===== config.mk =====
export PLATFORM = sky130hd
export DESIGN_NAME = fifo_inst_master
export DESIGN_NICKNAME = d
export VERILOG_FILES = /design/src/rtl/fifo_inst_master.sv
export SDC_FILE = /design/constraint.sdc
export NUM_CORES = 1
export LEC_CHECK = 0
export CORE_ASPECT_RATIO = 1.4
export CORE_MARGIN = 2
export CORE_UTILIZATION = 59
export CTS_BUF_LIST = sky130_fd_sc_hd__clkbuf_8
export DETAILED_ROUTE_END_ITERATION = 10
export PLACE_DENSITY = 0.93
export SYNTH_ARGS = -nofsm -noshare
export SYNTH_HDL_FRONTEND = slang
export SYNTH_SLANG_ARGS = --single-unit

===== constraint.sdc =====
create_clock -name clk -period 7.42 [get_ports clk]
set_input_delay 2.226 -clock clk [delete_from_list [all_inputs] [get_ports clk]]
set_output_delay 2.226 -clock clk [all_outputs]
set_load 0.01 [all_outputs]

===== src/rtl/fifo_inst_master.sv =====
// Issuing side of the single-port FIFO instruction interface: builds {WE, RE, DI}, tracks occupancy, buffers read data.
// Optional FIFO_INST_SERIALIZE_EN keeps WE and RE out of the same inst word, alternating grants starting with pop.
module fifo_inst_master #(
    parameter int DATA_W    = 32,
    parameter int DEPTH     = 8,
    parameter int RSP_DEPTH = 4
) (
    input  logic                       clk,
    input  logic                       rst,
    input  logic                       push_valid,
    input  logic [DATA_W-1:0]          push_data,
    output logic                       push_ready,
    input  logic                       pop_valid,
    output logic                       pop_ready,
    output logic [DATA_W+1:0]          inst,
    input  logic [DATA_W-1:0]          res,
    input  logic                       read_valid,
    output logic                       rsp_valid,
    output logic [DATA_W-1:0]          rsp_data,
    input  logic                       rsp_ready,
    output logic [$clog2(DEPTH+1)-1:0] occ,
    output logic                       err_unexp
);
    localparam int OCC_W = $clog2(DEPTH + 1);
    localparam int OUT_W = $clog2(RSP_DEPTH + 1);
    localparam int STL_W = OUT_W + 1;
    localparam int PTR_W = (RSP_DEPTH > 1) ? $clog2(RSP_DEPTH) : 1;

    logic [OUT_W-1:0]  outstanding;
    logic [OUT_W-1:0]  rsp_count;
    logic [STL_W-1:0]  stale;
    logic [STL_W-1:0]  stale_rst;
    logic [STL_W:0]    stale_sum;
    logic [OUT_W:0]    credit_used;
    logic [PTR_W-1:0]  wr_ptr;
    logic [PTR_W-1:0]  rd_ptr;
    logic [DATA_W-1:0] rsp_mem [RSP_DEPTH];
    logic              push_ok, pop_ok, push_acc, pop_acc;
    logic              rv_stale, rv_take, rv_unexp, rsp_pop;
`ifdef FIFO_INST_SERIALIZE_EN
    logic              prio_pop;
    logic              conflict;
`endif

    function automatic logic [PTR_W-1:0] ptr_inc(input logic [PTR_W-1:0] p);
        return (p == PTR_W'(RSP_DEPTH - 1)) ? '0 : p + PTR_W'(1);
    endfunction

    always_comb begin
        credit_used = {1'b0, rsp_count} + {1'b0, outstanding};
        push_ok     = (occ != OCC_W'(DEPTH));
        pop_ok      = (occ != '0) && (credit_used < (OUT_W+1)'(RSP_DEPTH));
`ifdef FIFO_INST_SERIALIZE_EN
        conflict    = push_valid && pop_valid && push_ok && pop_ok;
        push_ready  = push_ok && !(conflict && prio_pop);
        pop_ready   = pop_ok && !(conflict && !prio_pop);
`else
        push_ready  = push_ok;
        pop_ready   = pop_ok;
`endif
        push_acc    = push_valid && push_ready;
        pop_acc     = pop_valid && pop_ready;
        // Returns for reads issued before the last reset arrive first (in-order) and are dropped.
        rv_stale    = read_valid && (stale != '0);
        rv_take     = read_valid && (stale == '0) && (outstanding != '0);
        rv_unexp    = read_valid && (stale == '0) && (outstanding == '0);
        rsp_pop     = (rsp_count != '0) && rsp_ready;
        stale_sum   = {1'b0, stale} + (STL_W+1)'(outstanding);
        if (read_valid && (stale_sum != '0)) begin
            stale_sum = stale_sum - (STL_W+1)'(1);
        end
        stale_rst   = stale_sum[STL_W] ? '1 : stale_sum[STL_W-1:0];
    end

    assign rsp_valid = (rsp_count != '0);
    assign rsp_data  = rsp_mem[rd_ptr];

    always_ff @(posedge clk) begin
        if (rst) begin
            inst        <= '0;
            occ         <= '0;
            outstanding <= '0;
            rsp_count   <= '0;
            wr_ptr      <= '0;
            rd_ptr      <= '0;
            err_unexp   <= 1'b0;
            stale       <= stale_rst;
            for (int unsigned i = 0; i < RSP_DEPTH; i++) begin
                rsp_mem[i] <= '0;
            end
`ifdef FIFO_INST_SERIALIZE_EN
            prio_pop    <= 1'b1;
`endif
        end else begin
            inst <= {push_acc, pop_acc, push_acc ? push_data : inst[DATA_W-1:0]};

            case ({push_acc, pop_acc})
                2'b10:   occ <= occ + OCC_W'(1);
                2'b01:   occ <= occ - OCC_W'(1);
                default: ;
            endcase

            case ({pop_acc, rv_take})
                2'b10:   outstanding <= outstanding + OUT_W'(1);
                2'b01:   outstanding <= outstanding - OUT_W'(1);
                default: ;
            endcase

            if (rv_stale) begin
                stale <= stale - STL_W'(1);
            end
            if (rv_unexp) begin
                err_unexp <= 1'b1;
            end

            if (rv_take) begin
                rsp_mem[wr_ptr] <= res;
                wr_ptr          <= ptr_inc(wr_ptr);
            end
            if (rsp_pop) begin
                rd_ptr <= ptr_inc(rd_ptr);
            end
            case ({rv_take, rsp_pop})
                2'b10:   rsp_count <= rsp_count + OUT_W'(1);
                2'b01:   rsp_count <= rsp_count - OUT_W'(1);
                default: ;
            endcase
`ifdef FIFO_INST_SERIALIZE_EN
            if (conflict) begin
                prio_pop <= !prio_pop;
            end
`endif
        end
    end
endmodule


==> qor.yml <==
postLayoutCoreUtil_pct: 75.0
cts_buffer_depth: 2
r2r_cells: 12
n_antenna_cell: 0
die_height_um: 142
internal-power_mw: 1.74
finalSetupViolations: 0
grt_max_degree: 66
yosysTopAreaCell: "edfxtp_1"
routed_wl_um: 17200
post_cts_buffers: 0
hold_buffers: 0
dp_cells: 914
drive_gt1_share_pct: 10.9
leakagePower_nw: 3.69
worstPathArrival_ns: 2.45
holdPathStages: 2
design.core.area_um2: 13400
power_frac_seq_pct: 51.0
viasPerCell: 5.52
antenna_found_initial: 0
ys_warn_count: 0
async_reset_ff_share_pct: 0
powerDensity_nw_per_um2: 238
tritoncts: "yes"
ys_seq_area_share_pct: 61.8
combPwrFrac_pct: 19.4
finalMaxSlewViolations: 0
grt_pass1_wl_um: 27300
synthTopCellsByArea: "edfxtp_1 49%, dfxtp_1 13%, and2_1 10%"
r2r_slack_ns: 4.32
crit_fanout: 32
initial_core_util_pct: 60.3
io-pin-count: 144
p_sw_mw: 0.651
place_ws_ns: 2.35
drt_pre_antenna_iters: 5
synth_edf_count: 132
reg2reg_to: "occ[3]"
hold_viol: 0
finalPower_mw: 2.39
drc: 0
fmax_mhz: 214
vias: 5219
clkPwrFrac_pct: 29.6
grt_pass1_vias: 5663
wire_per_inst_um: 18.1
cts_sinks: 183
min_path_type: "reg2reg"
insertion_delay_ns: 0.44
crit_required_ns: 5.19
start_kind: "flip-flop"
finalInstanceArea_um2: 10000
grt-ovfl-total: 0
final_nets: 840
fin_ws_ns: 2.75
cts_buffers: 17
dpl-instance-area_um2: 9620
ys_ff_latch: 183
filler_cell_count: 874
cts.clk_slew.worst_paths_ns: 0.09
r2r_start: "outstanding[2]"
gp_congestion: 0.824
synth_nets: 706
timing.hold.ws_ns: 0.465
ir_drop_mv: 0.166
syn_area_um2: 8070
synthCells: 617
min_period_over_period_pct: 63.0
timing.slew.headroom_pct: 23.4
p_sw_share_pct: 27.3
cts.repair.resized: 0
portBuffers: 143
instances_no_fill: 946
synth_cell_types: 40
die_area_um2: 14600
ant_nets: 0
outcome: "complete, no violations"
grt_use_total_pct: 24.7
clock_skew_ns: 0.0106
dieWidth_um: 103
worstSetupEndpoint: "rsp_data[30]"
area_growth_pct: 24.5
max-cap-violations: 0
rsz0062_at_grt: "false"
period_minus_slack_ns: 4.67
endpoint_kind: "primary output"
drtIter0Drc: 252
ctsHtreeMaxLevel: 4
synth_ff_type: "edfxtp_1"
path_class: "reg2out"
worst_pin_slew_ns: 1.15
dpl.hpwl_um: 12000
synth_top_area_share_pct: 49.1
timing.setup.tns_ns: 0
rows: 50
postSynthAreaPerCell_um2: 13.1
cts_root_buf: "clkbuf_8"
==> power by group through the flow <==
stage          combinational (mW)  sequential (mW)  clock [mW]
6_report                    0.464             1.22       0.707
5_1_grt                     0.512             1.23       0.749
4_1_cts                     0.467             1.22       0.715
3_5_place_dp                0.463             1.24           0
3_3_place_gp                0.438             1.23           0
2_1_floorplan               0.271             1.23           0
==> synth_stat cells, types with 2 or more instances <==
cell type  number
a21o_1          3
a21oi_1        49
a31oi_1         2
and2_1        130
buf_1           2
buf_2           7
buf_6           2
clkbuf_1       18
clkbuf_2        6
dfxtp_1        51
edfxtp_1      132
fa_1            4
ha_1           15
inv_1          16
mux4_2         32
nand2_1        75
nand3_1         2
nor2_1         22
nor2b_1         3
nor3_1          5
nor4b_4         2
o21ai_0         4
or2_2           4
or3_1           5
xnor2_1         2
xor2_1         10
==> how the worst min path moves through the flow <==
| stage | from | end | slack (ns) |
|---|---|---|---|
| 6_report | inst[27] | inst[27] | 0.46 |
| 5_1_grt | inst[29] | inst[29] | 0.49 |
| 3_3_place_gp | inst[13] | inst[13] | 0.44 |
| 2_1_floorplan | rd_ptr[1] | flip-flop | 0.45 |
| 3_5_place_dp | inst[18] | inst[18] | 0.45 |
| 4_1_cts | inst[1] | inst[1] | 0.47 |
==> worst max-delay path, stage by stage (launching register included) <==
cell and delay, ns:
dfxtp_2 0.33, buf_4 0.50, mux4_2 0.64, clkdlybuf4s50_1 0.52
==> metal layers <==
| layer | routed length, µm | part of all wire [%] | vias up | track usage [%] |
|---|---|---|---|---|
| met1 | 6030 | 35 | 2542 | 27.1 |
| met3 | 1140 | 6.7 | 33 | 6.14 |
| li1 | - | - | 2437 | - |
| met2 | 9600 | 56 | 207 | 45.2 |
| met5 | 0 | 0 | - | 0 |
| met4 | 398 | 2.3 | 0 | 9.56 |
==> state kept, by name, summed over array words and instances, names as in the netlist, named ones only <==
name         flops
err_unexp        1
inst            34
occ              4
outstanding      3
rd_ptr           2
rsp_count        3
rsp_mem        128
stale            4
wr_ptr           2
==> layout by cell type (no fill, tap or decap), drive strengths merged, types with 2 or more instances in the layout <==
cell type / Yosys / routed
a21o: 3 / 3
a21oi: 49 / 49
a31oi: 2 / 2
and2: 130 / 130
buf: 11 / 8
bufinv: 0 / 3
clkbuf: 24 / 17
clkdlybuf4s50: 0 / 142
clkinv: 1 / 3
clkinvlp: 0 / 3
dfxtp: 51 / 51
edfxtp: 132 / 132
fa: 4 / 4
ha: 15 / 15
inv: 16 / 23
mux4: 32 / 32
nand2: 75 / 75
nand3: 2 / 2
nor2: 22 / 22
nor2b: 3 / 3
nor3: 5 / 5
nor4: 2 / 2
nor4b: 2 / 2
o21ai: 4 / 4
or2: 4 / 4
or3: 5 / 5
xnor2: 2 / 2
xor2: 10 / 10
==> layout make-up <==
cell class	count	area, µm²	share of cell area (%)
timing repair buffer	150	1480	14.7
tap	182	228	2.27
clock inverter	15	191	1.91
sequential	183	4990	49.7
clock buffer	17	234	2.33
inverter	17	63.8	0.635
multi-input combinational	382	2860	28.5
==> kinds of logic (layout without fill, tap and decap cells) <==
family / Yosys count / after routing / share of synthesized area (%)
flip-flops: 183 / 183 / 61.8
adder cells (fa/ha/maj): 19 / 19 / 3.32
multiplexers: 34 / 34 / 9.20
XOR/XNOR: 12 / 12 / 1.30
AND/OR/NAND/NOR: 253 / 253 / 17.2
buffers and inverters: 52 / 199 / 2.81
AO/OA/AOI/OAI: 64 / 64 / 4.36
No activity file was read; power rests on OpenSTA's default activity.
